File: src/rtl/plotfour_board_drawer_if.sv
// Pixel write bus from the board drawer into the VGA adapter.
interface plotfour_board_drawer_if;
  logic [7:0] x;
  logic [6:0] y;
  logic [2:0] colour;
  logic       plot;

  modport master (output x, y, colour, plot);
  modport slave  (input  x, y, colour, plot);
endinterface

File: src/rtl/plotfour_board_drawer.sv
// Paints the snapshotted Plot Four board (6x7 squares) into the VGA frame
// buffer, one pixel per clock, raster order within each square.
module plotfour_board_drawer #(
    parameter int unsigned SQ = 16,
    parameter int unsigned X0 = 32,
    parameter int unsigned Y0 = 4
) (
    input  logic                            clk,
    input  logic                            resetn,
    input  logic                            go,
    input  logic [41:0]                     blue,
    input  logic [41:0]                     red,
    input  logic [5:0]                      cursor,
    plotfour_board_drawer_if.master         vga,
    output logic                            busy,
    output logic                            done
);

    localparam int unsigned PW = (SQ > 2) ? $clog2(SQ) : 1;
    localparam logic [PW-1:0] P_LAST = PW'(SQ - 1);
    localparam logic [7:0]    X_BASE = 8'(X0);
    localparam logic [7:0]    X_STEP = 8'(SQ);
    localparam logic [6:0]    Y_BASE = 7'(Y0);
    localparam logic [6:0]    Y_STEP = 7'(SQ);

    typedef enum logic [1:0] {IDLE, DRAW, DONE} state_t;

    state_t          state_q, state_d;
    logic [41:0]     blue_q, blue_d, red_q, red_d;
    logic [5:0]      cursor_q, cursor_d;
    logic [5:0]      sq_q, sq_d;
    logic [2:0]      row_q, row_d, col_q, col_d;
    logic [PW-1:0]   px_q, px_d, py_q, py_d;
    logic [7:0]      xbase_q, xbase_d;
    logic [6:0]      ybase_q, ybase_d;
    logic [7:0]      x_q, x_d;
    logic [6:0]      y_q, y_d;
    logic [2:0]      colour_q, colour_d;
    logic            plot_q, plot_d, busy_q, busy_d, done_q, done_d;
    logic            last_pix;
    logic [2:0]      pix_colour;

    assign vga.x      = x_q;
    assign vga.y      = y_q;
    assign vga.colour = colour_q;
    assign vga.plot   = plot_q;
    assign busy       = busy_q;
    assign done       = done_q;

    always_comb begin
        last_pix = (sq_q == 6'd41) && (py_q == P_LAST) && (px_q == P_LAST);
        if (px_q == '0 || py_q == '0)
            pix_colour = (sq_q == cursor_q) ? 3'b110 : 3'b111;
        else begin
            case ({blue_q[sq_q], red_q[sq_q]})
                2'b10:   pix_colour = 3'b001;
                2'b01:   pix_colour = 3'b100;
                2'b11:   pix_colour = 3'b101;
                default: pix_colour = 3'b000;
            endcase
        end
    end

    always_comb begin
        state_d  = state_q;
        blue_d   = blue_q;
        red_d    = red_q;
        cursor_d = cursor_q;
        sq_d     = sq_q;
        row_d    = row_q;
        col_d    = col_q;
        px_d     = px_q;
        py_d     = py_q;
        xbase_d  = xbase_q;
        ybase_d  = ybase_q;
        x_d      = x_q;
        y_d      = y_q;
        colour_d = colour_q;
        plot_d   = 1'b0;
        busy_d   = busy_q;
        done_d   = 1'b0;

        case (state_q)
            IDLE: begin
                busy_d = 1'b0;
                if (go) begin
                    state_d  = DRAW;
                    busy_d   = 1'b1;
                    blue_d   = blue;
                    red_d    = red;
                    cursor_d = cursor;
                    sq_d     = '0;
                    row_d    = '0;
                    col_d    = '0;
                    px_d     = '0;
                    py_d     = '0;
                    xbase_d  = X_BASE;
                    ybase_d  = Y_BASE;
                end
            end
            DRAW: begin
                busy_d   = 1'b1;
                plot_d   = 1'b1;
                x_d      = xbase_q + 8'(px_q);
                y_d      = ybase_q + 7'(py_q);
                colour_d = pix_colour;
                if (last_pix)
                    state_d = DONE;
                else if (px_q != P_LAST)
                    px_d = px_q + 1'b1;
                else begin
                    px_d = '0;
                    if (py_q != P_LAST)
                        py_d = py_q + 1'b1;
                    else begin
                        // Square change: step the pixel bases instead of multiplying.
                        py_d = '0;
                        sq_d = sq_q + 6'd1;
                        if (col_q == 3'd5) begin
                            col_d   = '0;
                            row_d   = row_q + 3'd1;
                            xbase_d = X_BASE;
                            ybase_d = ybase_q + Y_STEP;
                        end else begin
                            col_d   = col_q + 3'd1;
                            xbase_d = xbase_q + X_STEP;
                        end
                    end
                end
            end
            DONE: begin
                busy_d  = 1'b1;
                done_d  = 1'b1;
                state_d = IDLE;
            end
            default: state_d = IDLE;
        endcase
    end

    always_ff @(posedge clk) begin
        if (!resetn) begin
            state_q  <= IDLE;
            blue_q   <= '0;
            red_q    <= '0;
            cursor_q <= '0;
            sq_q     <= '0;
            row_q    <= '0;
            col_q    <= '0;
            px_q     <= '0;
            py_q     <= '0;
            xbase_q  <= '0;
            ybase_q  <= '0;
            x_q      <= '0;
            y_q      <= '0;
            colour_q <= '0;
            plot_q   <= 1'b0;
            busy_q   <= 1'b0;
            done_q   <= 1'b0;
        end else begin
            state_q  <= state_d;
            blue_q   <= blue_d;
            red_q    <= red_d;
            cursor_q <= cursor_d;
            sq_q     <= sq_d;
            row_q    <= row_d;
            col_q    <= col_d;
            px_q     <= px_d;
            py_q     <= py_d;
            xbase_q  <= xbase_d;
            ybase_q  <= ybase_d;
            x_q      <= x_d;
            y_q      <= y_d;
            colour_q <= colour_d;
            plot_q   <= plot_d;
            busy_q   <= busy_d;
            done_q   <= done_d;
        end
    end

endmodule

File: src/flat_wrapper.sv
// flat-port wrapper written by rule: the top's interface ports become plain ports
module plotfour_board_drawer_flat 
#(
    parameter int unsigned SQ = 16,
    parameter int unsigned X0 = 32,
    parameter int unsigned Y0 = 4
)
  (clk, resetn, go, blue, red, cursor, busy, done, vga_x, vga_y, vga_colour, vga_plot);
  plotfour_board_drawer_if vga_i ();
  input  logic clk;
  input  logic resetn;
  input  logic go;
  input  logic [41:0] blue;
  input  logic [41:0] red;
  input  logic [5:0] cursor;
  output logic busy;
  output logic done;
  output wire logic [$bits(vga_i.x)-1:0] vga_x;
  output wire logic [$bits(vga_i.y)-1:0] vga_y;
  output wire logic [$bits(vga_i.colour)-1:0] vga_colour;
  output wire logic [$bits(vga_i.plot)-1:0] vga_plot;
  assign vga_x = vga_i.x;
  assign vga_y = vga_i.y;
  assign vga_colour = vga_i.colour;
  assign vga_plot = vga_i.plot;
  plotfour_board_drawer #(.SQ(SQ), .X0(X0), .Y0(Y0)) u_core (.clk(clk), .resetn(resetn), .go(go), .blue(blue), .red(red), .cursor(cursor), .vga(vga_i), .busy(busy), .done(done));
endmodule
File: config.mk
export PLATFORM = sky130hd
export DESIGN_NAME = plotfour_board_drawer_flat
export DESIGN_NICKNAME = d
export VERILOG_FILES = /design/src/rtl/plotfour_board_drawer_if.sv /design/src/rtl/plotfour_board_drawer.sv /design/src/flat_wrapper.sv
export SDC_FILE = /design/constraint.sdc
export NUM_CORES = 1
export LEC_CHECK = 0
export ABC_CLOCK_PERIOD_IN_PS = 5900
export BUFFER_PORTS_ARGS = -buffer_cell sky130_fd_sc_hd__buf_2
export CAP_MARGIN = 30
export CORE_MARGIN = 10
export CORE_UTILIZATION = 35
export DETAILED_ROUTE_END_ITERATION = 10
export GPL_TIMING_DRIVEN = 1
export SETUP_SLACK_MARGIN = 0.4
export SYNTH_ARGS = -nofsm -noshare
export SYNTH_HDL_FRONTEND = slang
export SYNTH_SLANG_ARGS = --single-unit
File: constraint.sdc
create_clock -name clk -period 5.9 [get_ports clk]
set_clock_uncertainty 0.2 [all_clocks]
set_input_delay 0 -clock clk [delete_from_list [all_inputs] [get_ports clk]]
set_output_delay 0 -clock clk [all_outputs]
set_load 0.05 [all_outputs]
Word level (Yosys, flattened, before mapping) --
Index checks and enable logic that the tools add are counted.
Storage, ports and cells: bits in registers 145, bits in latches 0, memory bits (writable) 0, ROM bits 0, bits of input ports 93, output and inout bits 21, memories 0
Operators by class: $add $sub $neg 8, multipliers 0, divide/modulo/power cells 0, order comparisons 1, equality and inequality tests 18, shift-type cells 0, mux-type cells 45, bitwise logic cells 0, reduce and logical (&&, ||, !) cells 15
Operators with widths (number):
- $mux W8 | 5
- $mux W7 | 5
- $mux W4 | 6
- $mux W6 | 4
- $mux W3 | 6
- $pmux W4 S2 | 2
- $pmux W8 S2 | 1
- $pmux W7 S2 | 1
- $bmux W1 S6 | 2
- $pmux W6 S2 | 1
- $pmux W3 S3 | 1
- $add A4 B1 Y4 const B | 2
- $add A8 B4 Y8 | 1
- $add A8 B5 Y8 const B | 1
- $eq A4 B4 Y1 const B | 2
- $logic_not A4 Y1 | 2
- $ne A2 B2 Y1 const B | 4
- $ne A4 B4 Y1 const B | 2
- $add A7 B4 Y7 | 1
- $add A7 B5 Y7 const B | 1
- $lt A6 B7 Y1 const B | 1
- $add A6 B1 Y6 const B | 1
- $eq A2 B2 Y1 const B | 3
- $eq A6 B6 Y1 | 1
- other kinds (20) | 31

Longest topological paths before layout --
Gate-level depths: netlist of run 1.
depth in word-level cells 6, mapped depth 10, depth with buffers taken out 8

Least setup slack after synthesis of run 1 --
Ideal clock, no wire load.
path kind reg-to-reg, start point register u_core.state_q[0], end point register u_core.col_q[1], arrival time 1912 ps, slack 3671 ps, stages on the path, launching flop included 10, cells stage by stage dfxtp_1 -> inv_1 -> ha_1 -> and2_1 -> clkbuf_1 -> a21oi_1 -> a21o_1 -> buf_2 -> o22ai_1 -> a32o_1
Between the ends: longest elaborated chain between the ends 3, elaborated cells on any way between the ends 9, classes of those cells eq/ne (5); mux (1); reduce/logical (3)
Ends and longest elaborated chain:
- start, declared | line plotfour_board_drawer.sv:28 | state_t state_q, state_d;
- start signal, assigned | line plotfour_board_drawer.sv:160 | state_q <= state_d;
- $eq A2 B1 Y1 / $logic_not A2 Y1 (equally long branches) | line plotfour_board_drawer.sv:83 | case (state_q)
- $ne A2 B2 Y1 (no source line) / $reduce_bool A2 Y1 (equally long branches)
- $reduce_and A5 Y1 (no source line)
- end signal, assigned | line plotfour_board_drawer.sv:166 | col_q <= col_d;
- end, declared | line plotfour_board_drawer.sv:32 | logic [2:0] row_q, row_d, col_q, col_d;
Several ways; a longest one is shown, not always the timed one. A chain may end at the register's enable or synchronous reset.

Final worst setup path of run 1 --
start point register u_core.state_q[1], end point register u_core.sq_q[5]
Between the ends: longest elaborated chain between the ends 3, elaborated cells on any way between the ends 9, classes of those cells eq/ne (5); mux (1); reduce/logical (3)
Ends and longest elaborated chain:
- $eq A2 B1 Y1 / $logic_not A2 Y1 (equally long branches) | line plotfour_board_drawer.sv:83
- $ne A2 B2 Y1 (no source line) / $reduce_bool A2 Y1 (equally long branches)
- $reduce_and A5 Y1 (no source line)
- end signal, assigned | line plotfour_board_drawer.sv:164 | sq_q <= sq_d;
- end, declared | line plotfour_board_drawer.sv:31 | logic [5:0] sq_q, sq_d;
Several ways; a longest one is shown, not always the timed one.

==> key figures, run 1 <==
Final layout
  – Filler cell count: 1,690
  – Nets: 1,049
  – Area delta synth->final: 39.6%
  – Diode count: 0
  – Design area: 8980 um^2
  – Layout cells sized above 1: 18.4%
  – Layout Cells excl Fill: 1,180

Route
  – Remaining DRCs: 0
  – Post-DR wirelength/cell: 15.1 um
  – Vias per cell: 4.77
  – DR vias: 5,629
  – Initial DRC Count: 226
  – TritonRoute pass-1 iters: 5
  – Post-route ant nets: 0
  – Total wire length: 17,800 um

Hold path
  – HP Class: in2reg

Die
  – # IOs: 114
  – Placeable Area: 18,000 um^2
  – Die X: 156 um
  – Row cnt: 49
  – Die area: 24,200 um^2
  – Die height: 156 um
  – Initial Utilization: 35.7%

CTS
  – Total CTS buffers: 17
  – Root buffer cell: clkbuf_16
  – CTS tree: built
  – Clock Latency Late Sink: 420 ps
  – CTS max path bufs: 2
  – Total clock sinks: 138
  – Total setup buffers inserted after CTS: 0
  – CTS HTree Levels: 4
  – CTS clk-pin slew, worst paths: 60 ps

Critical path
  – CP top delay family: simple AND/OR/NAND/NOR gates
  – Buf/Inv on CP: 1
  – Cell chain of the critical path: inv_1 -> ha_1 -> and2_4 -> a21oi_1 -> a21oi_2 -> nand4_1 -> or3_1 -> a21oi_1
  – CP arrival: 3400 ps
  – Worst setup EP type: flop
  – WP data required: 6040 ps
  – Slowest stage cell, crit path: and2_4
  – Type of the worst setup path: reg2reg
  – Worst-path fanout max: 91
  – Slowest cell delay on critical path: 750 ps
  – Cell mode on critical path: a21oi_1
  – CP startpoint kind: flop

Global routing
  – Congestion Overflow GR: 0
  – Largest net degree at the start of global routing: 92
  – Initial antenna violation count: 0
  – Number of global-route vias before repair: 6,010
  – First-pass GRT wire length: 30,000 um
  – All-layer global routing usage: 15.2%

STA
  – RSZ-0062 raised after global routing: false
  – Post-layout min period: 3260 ps
  – Final Hold Viols: 0
  – Max-Slew Margin vs Limit: 33.9%
  – Fin crit share: 55.2%
  – Worst slew pin tran: 991 ps
  – Fin Setup TNS: 0 ps
  – Setup Viol. Count Final: 0
  – Max Freq: 0.307 GHz
  – Max Slew Vio Count: 0
  – Fin Hold WS: 174 ps

Power
  – Pwr Density: 292 nW/um^2
  – Tot Pwr: 2.62 mW
  – Peak supply drop: 279 uV
  – Leak: 3.68 nW

Logic synthesis
  – Avg Cell Area, Syn: 8.85 um^2
  – Gate count after technology mapping: 727
  – Post-synth EDFFs: 0
  – Sequential-to-total area share from yosys stat: 42.9%
  – #FFs+latches synth: 138
  – Syn. warnings: 0
  – Post-synth ARST share: 0%
  – Top cells by area, synth: dfxtp_1 43%, nand2_1 12%, a21boi_0 11%
  – Top cell type's share of synthesized area: 42.9%
  – Distinct cells, synth: 56
  – Post-synthesis instance area: 6440 um^2
  – Primary FF master, synth: dfxtp_1
  – Cell taking the most area after synthesis: dfxtp_1

Place
  – Placed insts: 1,023
  – PortBufs: 113
  – Final GP Congestion: 0.737
  – Post-DP Area: 7130 um^2
  – DP Wirelength: 11,200 um

Status
  – Status: complete, no violations

Job
  – MaxCap Viol Count: 0
[state kept, by name, indices dropped and copies added, names as in the netlist, 2 cells and up]
signal / cells
u_core.sq_q: 6
u_core.col_q: 3
u_core.red_q: 42
u_core.px_q: 4
u_core.vga.colour: 3
u_core.xbase_q: 4
u_core.state_q: 2
u_core.blue_q: 42
u_core.py_q: 4
u_core.cursor_q: 6
u_core.ybase_q: 4
u_core.vga.x: 8
u_core.vga.y: 7
[timing repair]
item | CTS | global route
gates resized for setup | 0 | 0
hold buffers | 126 | 0
hold endpoints to repair | 105 | 0
[cell usage after synthesis (all sizes together) (12+ instances only)]
cell type and count:
a21boi 94, buf 12, clkbuf 40, dfxtp 138, ha 17, inv 14
mux2i 16, mux4 18, nand2 213, nand3 12, nor2 21, o21ai 15
[placed cells by master (no fill, tap or decap), types with 8 or more instances in the layout]
cell type,synthesis,layout
nand4_1,8,8
mux2i_1,16,16
clkbuf_16,0,17
xor2_1,11,11
dfxtp_1,138,137
nand3_1,11,11
inv_1,13,13
xnor2_1,11,11
a21boi_0,91,91
ha_1,17,17
o211a_1,9,9
nand2_1,213,212
dlygate4sd3_1,0,126
buf_2,6,112
mux4_2,18,18
nor2_1,21,21
and2_1,9,8
a21oi_1,9,9
nor2b_1,10,10
[report_power, final]
group	switching, mW	internal [mW]
clock	0.410	0.671
sequential	0.0532	1.01
combinational	0.269	0.214
total	0.732	1.89
[layout make-up]
class	count	area (um^2)	share of cell area [%]
tap	229	287	3.19
inverter	16	60.1	0.669
timing repair buffer	244	1890	21.0
sequential	138	2760	30.8
clock buffer	19	443	4.93
multi-input combinational	522	3390	37.8
clock inverter	12	149	1.66
[worst reg2reg max path, cell delays in order (launching register included)]
cell and delay [ps]:
dfxtp_1 340, inv_1 140, ha_1 280, and2_4 750, a21oi_1 250, a21oi_2 480, nand4_1 230, or3_1 380
a21oi_1 150
[per-stage QoR]
stage | setup WS [ps] | util (%)
5_1_grt | 2230 | 49.8
6_report | 2640 | 49.8
3_3_place_gp | 2660 | 39.4
2_1_floorplan | 3670 | -
4_1_cts | 2550 | 49.8
3_5_place_dp | 2600 | 39.6
[metal layers]
layer	track usage [%]	vias to the layer above	wire [um]
li1	-	2893	-
met1	18.3	2618	7920
met2	25.9	103	8900
met3	4.11	15	749
met4	4.32	0	227
met5	0	-	0
[final timing paths]
| check | startpoint | depth (start not counted) | endpoint | slack (ps) |
|---|---|---|---|---|
| setup / recovery | u_core.state_q[1] | 8 | u_core.sq_q[5] | 2640 |
| hold / removal | blue[14] | 4 | u_core.blue_q[14] | 170 |
| setup reg to reg | u_core.state_q[1] | 8 | u_core.sq_q[5] | 2640 |
| hold reg to reg | u_core.red_q[39] | 2 | u_core.red_q[39] | 260 |
[cell families (layout without fill, tap and decap cells)]
group	count (synthesis)	count (layout)	share of synthesized area, %
buf+inv	68	291	4.55
flops	138	138	42.9
compound gates	158	158	18.2
mux	35	35	8.96
fa+ha+maj	17	17	3.30
simple gates	288	288	19.1
other cells	1	2	0.0583
xor+xnor	22	22	2.99
No activity file was read; power rests on OpenSTA's default activity.
==> run 2, diff against run 1 <==
ABC_CLOCK_PERIOD_IN_PS = 2800   (was 5900)
clock period = 2.8 ns   (was 5.9 ns; I/O delays follow)
==> run 2 against run 1 <==
Net effect: worst hold slack gained 1.1 ps; sequential share of layout area rose by 1.1 points; die area stayed put; critical endpoint unchanged; largest power group is now registers.
==> key figures, run 2 (synthesis results as in run 1) <==
Status
  – Status: complete, no violations

Route
  – Post-DR wirelength/cell: 15.0 um
  – TritonRoute pass-1 iters: 4
  – Vias per cell: 4.78
  – Total wire length: 17,300 um
  – Initial DRC Count: 253
  – Post-route ant nets: 0
  – DR vias: 5,522
  – Remaining DRCs: 0

Critical path
  – Critical path depth: 7
  – CP top delay family: simple AND/OR/NAND/NOR gates
  – FF-to-FF setup slack: 560 ps
  – Buf/Inv on CP: 0
  – Crit Reg-Reg Endpoint: u_core.sq_q[5]
  – WP data required: 2940 ps
  – Worst-path fanout max: 5
  – RR Startpoint: u_core.px_q[0]
  – Slowest stage cell, crit path: dfxtp_1
  – Worst setup EP type: flop
  – Worst setup path end: u_core.sq_q[5]
  – Type of the worst setup path: reg2reg
  – Critical Path Source: u_core.px_q[0]
  – Cell chain of the critical path: ha_1 -> nand3_2 -> a211o_1 -> a21oi_2 -> nand4_1 -> or3_1 -> a21oi_1
  – R2R cell count: 7
  – CP arrival: 2380 ps
  – CP startpoint kind: flop
  – Slowest cell delay on critical path: 430 ps

Place
  – Final GP Congestion: 0.825
  – PortBufs: 113
  – DP Wirelength: 11,400 um

Power
  – Leak: 3.49 nW
  – Pwr Density: 611 nW/um^2
  – Reg power frac: 42.1%
  – Clock network power share: 39.4%
  – Logic pwr share: 18.5%
  – Switch share: 30.0%
  – Peak supply drop: 391 uV
  – Switching Power: 1.59 mW
  – Int Power: 3.71 mW

Die
  – Die X: 156 um
  – Placeable Area: 18,000 um^2
  – Row cnt: 49
  – Die area: 24,200 um^2
  – Initial Utilization: 35.7%
  – Die height: 156 um
  – # IOs: 114

Final layout
  – Diode count: 0
  – Commonest non-fill, non-tap cell in the layout: nand2_1
  – Most frequent cells in the layout: 212 x nand2_1, 137 x dfxtp_1, 112 x buf_2
  – Area delta synth->final: 34.9%
  – Nets: 1,023
  – Layout cells sized above 1: 20.1%

Global routing
  – Initial antenna violation count: 0
  – Number of global-route vias before repair: 5,768
  – First-pass GRT wire length: 29,100 um
  – All-layer global routing usage: 14.7%
  – Congestion Overflow GR: 0
  – Largest net degree at the start of global routing: 91

STA
  – Post-layout min period: 2240 ps
  – Setup Viol. Count Final: 0
  – Worst slew pin tran: 773 ps
  – Max Slew Vio Count: 0
  – Final Hold Viols: 0
  – Max Freq: 0.447 GHz
  – Max-Slew Margin vs Limit: 48.1%
  – Fin crit share: 80.0%
  – Fin Setup TNS: 0 ps
  – Fin Hold WS: 175 ps
  – RSZ-0062 raised after global routing: false

CTS
  – Root buffer cell: clkbuf_16
  – Total CTS buffers: 17
  – Total setup buffers inserted after CTS: 0
  – Total clock sinks: 138
  – CTS max path bufs: 2
  – Clock Latency Late Sink: 420 ps
  – CTS clk-pin slew, worst paths: 60 ps
  – CTS tree: built
  – CTS HTree Levels: 4

Job
  – MaxCap Viol Count: 0

Hold path
  – HP Class: in2reg
-- run 2: worst min-delay path by stage --
| stage | from | to | slack, ps | cells after the start |
|---|---|---|---|---|
| floorplan | cursor[0] | u_core.cursor_q[0] | -60 | 2 |
| CTS | blue[26] | u_core.blue_q[26] | 150 | 4 |
| finish | red[11] | u_core.red_q[11] | 180 | 4 |
| detailed placement | blue[38] | u_core.blue_q[38] | 60 | 3 |
| global route | red[23] | u_core.red_q[23] | 180 | 4 |
| global placement | blue[26] | u_core.blue_q[26] | 60 | 3 |
-- run 2: worst min-delay path: cells and delay by family --
family | cells | cell delay (ps)
and+or+nand+nor | 1 | 40
AOI/OAI and AO/OA | 1 | 60
buffers and inverters | 2 | 640
-- run 2: metrics by stage --
step	total power [mW]	instance area, um^2	setup WS [ps]	cells	util [%]
after detailed placement	3.16	7200	427	1031	39.9
after CTS	5.37	8670	419	1155	48.1
after floorplan	2.88	6440	571	728	-
after global routing	5.59	8680	405	1155	48.2
final	5.31	8680	561	1155	48.2
after global placement	3.15	7200	459	1031	39.9
-- run 2: what timing repair did --
action                                 4_1_cts  5_1_grt
endpoints found under the hold margin       95        0
gates resized for setup                      0        4
hold buffers                                92        0
setup endpoints to repair                    0       81
-- run 2: cell type report --
cell class | instances | area [um^2]
Clock inverter | 13 | 111
Inverter | 16 | 60.1
Sequential cell | 138 | 2770
Clock buffer | 19 | 443
Timing Repair Buffer | 218 | 1620
Multi-Input combinational cell | 522 | 3400
Tap cell | 229 | 287
Fill cell | 1716 | 9340
-- run 2: per-layer routing --
layer / GRT usage, % / routed length, um / vias up
li1: - / - / 2850
met1: 18.4 / 7990 / 2559
met2: 24.2 / 8410 / 96
met3: 3.83 / 651 / 17
met4: 4.59 / 221 / 0
met5: 0 / 0 / -
-- run 2: power groups by stage --
stage          combinational, mW  sequential (mW)  clock (mW)
4_1_cts                    0.988             2.23        2.15
3_5_place_dp               0.886             2.28           0
5_1_grt                     1.10             2.25        2.24
3_3_place_gp               0.879             2.27           0
2_1_floorplan              0.534             2.35           0
6_report                   0.982             2.23        2.09
==> run 3, diff against run 2 <==
ABC_CLOCK_PERIOD_IN_PS = 2000   (was 2800)
clock period = 2 ns   (was 2.8 ns; I/O delays follow)
==> run 3 against run 2 <==
Net effect: the run now ends with setup timing left; combinational power grew to 2.8 times the previous value; sequential share of layout area down 7.4 points; setup slack got worse by 610 ps; worst hold slack got worse by 53 ps.
==> key figures, run 3 (synthesis results as in run 1) <==
Route
  – Vias per cell: 5.28
  – Initial DRC Count: 443
  – DR vias: 6,678
  – Total wire length: 24,600 um
  – Remaining DRCs: 0
  – TritonRoute pass-1 iters: 6
  – Post-DR wirelength/cell: 19.5 um
  – Post-route ant nets: 0

Critical path
  – Slowest stage cell, crit path: dfxtp_4
  – Slowest cell delay on critical path: 360 ps
  – WP data required: 2170 ps
  – FF-to-FF setup slack: -50 ps
  – Cell chain of the critical path: buf_6 -> ha_4 -> a211o_4 -> a21oi_4 -> nand4_1 -> or3_1 -> a21oi_1
  – R2R cell count: 7
  – CP arrival: 2230 ps
  – Type of the worst setup path: reg2reg
  – Worst-path fanout max: 4
  – CP startpoint kind: flop
  – Worst setup EP type: flop

Final layout
  – Layout cells sized above 1: 48.6%
  – Area delta synth->final: 77.6%
  – Filler cell count: 1,332
  – Commonest non-fill, non-tap cell in the layout: dfxtp_1
  – Nets: 1,129
  – Layout Cells excl Fill: 1,264
  – Most frequent cells in the layout: 127 x dfxtp_1, 112 x buf_2, 93 x dlygate4sd3_1

Hold path
  – Hold Crit Depth: 5
  – HP Class: in2reg

Global routing
  – Met2 Use GR: 28.4%
  – First-pass GRT wire length: 32,900 um
  – Largest net degree at the start of global routing: 54
  – Met1 Use GR: 20.7%
  – GRT busiest layer: met2
  – Initial antenna violation count: 3
  – Number of global-route vias before repair: 6,243
  – Congestion Overflow GR: 0
  – All-layer global routing usage: 17.0%
  – Grt met3 use: 4.00%

STA
  – Max Slew Vio Count: 0
  – Setup Viol. Count Final: 3
  – Final Hold Viols: 0
  – Post-layout min period: 2050 ps
  – RSZ-0062 raised after global routing: true
  – Fin crit share: 103%
  – Max Freq: 0.487 GHz
  – Max-Slew Margin vs Limit: 52.1%
  – Fin Hold WS: 123 ps
  – Worst slew pin tran: 713 ps
  – Final worst setup slack: -52.3 ps

Place
  – Final GP Congestion: 0.828
  – Placed insts: 1,068
  – PortBufs: 113
  – DP Wirelength: 12,400 um

CTS
  – CTS HTree Levels: 4
  – CTS tree: built
  – Root buffer cell: clkbuf_16
  – Total clock sinks: 138
  – CTS max path bufs: 2
  – CTS clk-pin slew, worst paths: 60 ps
  – Clock Latency Late Sink: 440 ps
  – Total CTS buffers: 17

Job
  – MaxCap Viol Count: 0

Status
  – Failing checks: setup timing
  – Status: finished with violations

Die
  – Die X: 156 um
  – Placeable Area: 18,000 um^2
  – Row cnt: 49
  – Initial Utilization: 35.7%
  – Die height: 156 um
  – # IOs: 114
  – Die area: 24,200 um^2

Power
  – Peak supply drop: 682 uV
  – Leak: 4.89 nW
  – Pwr Density: 785 nW/um^2
==> run 3: layer usage <==
layer	vias to the layer above	wire length (um)
li1	3094	-
met1	3275	9890
met2	245	12600
met3	64	1300
met4	0	806
met5	-	0
==> run 3: worst max-delay path: cells and delay by family (launching register included) <==
family / cells / cell delay [ps]
adder cells (fa/ha/maj): 1 / 160
buffers and inverters: 1 / 130
AND/OR/NAND/NOR: 2 / 490
AO/OA/AOI/OAI: 3 / 650
flip-flops: 1 / 360
==> run 3: area by class of cell <==
type | count | area, um^2 | share of cell area, %
multi-input cells | 524 | 4620 | 40.4
flip-flops and latches | 138 | 2800 | 24.5
diodes | 3 | 7.51 | 0.0657
clock buffers | 19 | 443 | 3.87
repair buffers | 322 | 3080 | 26.9
well taps | 229 | 287 | 2.51
clock inverters | 13 | 115 | 1.01
inverters | 16 | 82.6 | 0.722
==> run 3: stage by stage <==
stage / area (um^2) / setup WS (ps) / power [mW] / utilization (%) / TNS, ps
finish: 11400 / -52.3 / 8.97 / 63.4 / -138
global route: 11400 / -104 / 9.30 / 63.4 / -477
CTS: 9960 / -12.8 / 8.20 / 55.2 / -22.2
detailed placement: 7630 / -117 / 4.55 / 42.3 / -247
global placement: 7630 / -54.5 / 4.54 / 42.3 / -60.5
floorplan: 6650 / -1.07 / 4.11 / - / -1.07
==> run 3: final timing paths <==
check              startpoint                to
max            u_core.sq_q[0]    u_core.sq_q[5]
min                        go    u_core.py_q[2]
max reg2reg    u_core.sq_q[0]    u_core.sq_q[5]
min reg2reg  u_core.red_q[34]  u_core.red_q[34]
==> run 3: power by group <==
group / switching (mW) / leakage [nW] / internal [mW] / total (mW)
Sequential: 0.183 / 1.14 / 2.97 / 3.16
Clock: 1.32 / 0.279 / 1.75 / 3.07
Combinational: 1.37 / 3.48 / 1.38 / 2.75
Total: 2.87 / 4.89 / 6.10 / 8.97
==> run 3: repair_timing <==
item                       in CTS  in global routing
hold buffers                   93                  0
pin swaps                      38                115
setup buffers                  31                 11
gates resized for setup       123                318
hold endpoints to repair      118                  0
setup endpoints to repair      92                134
gates cloned                   10                 16
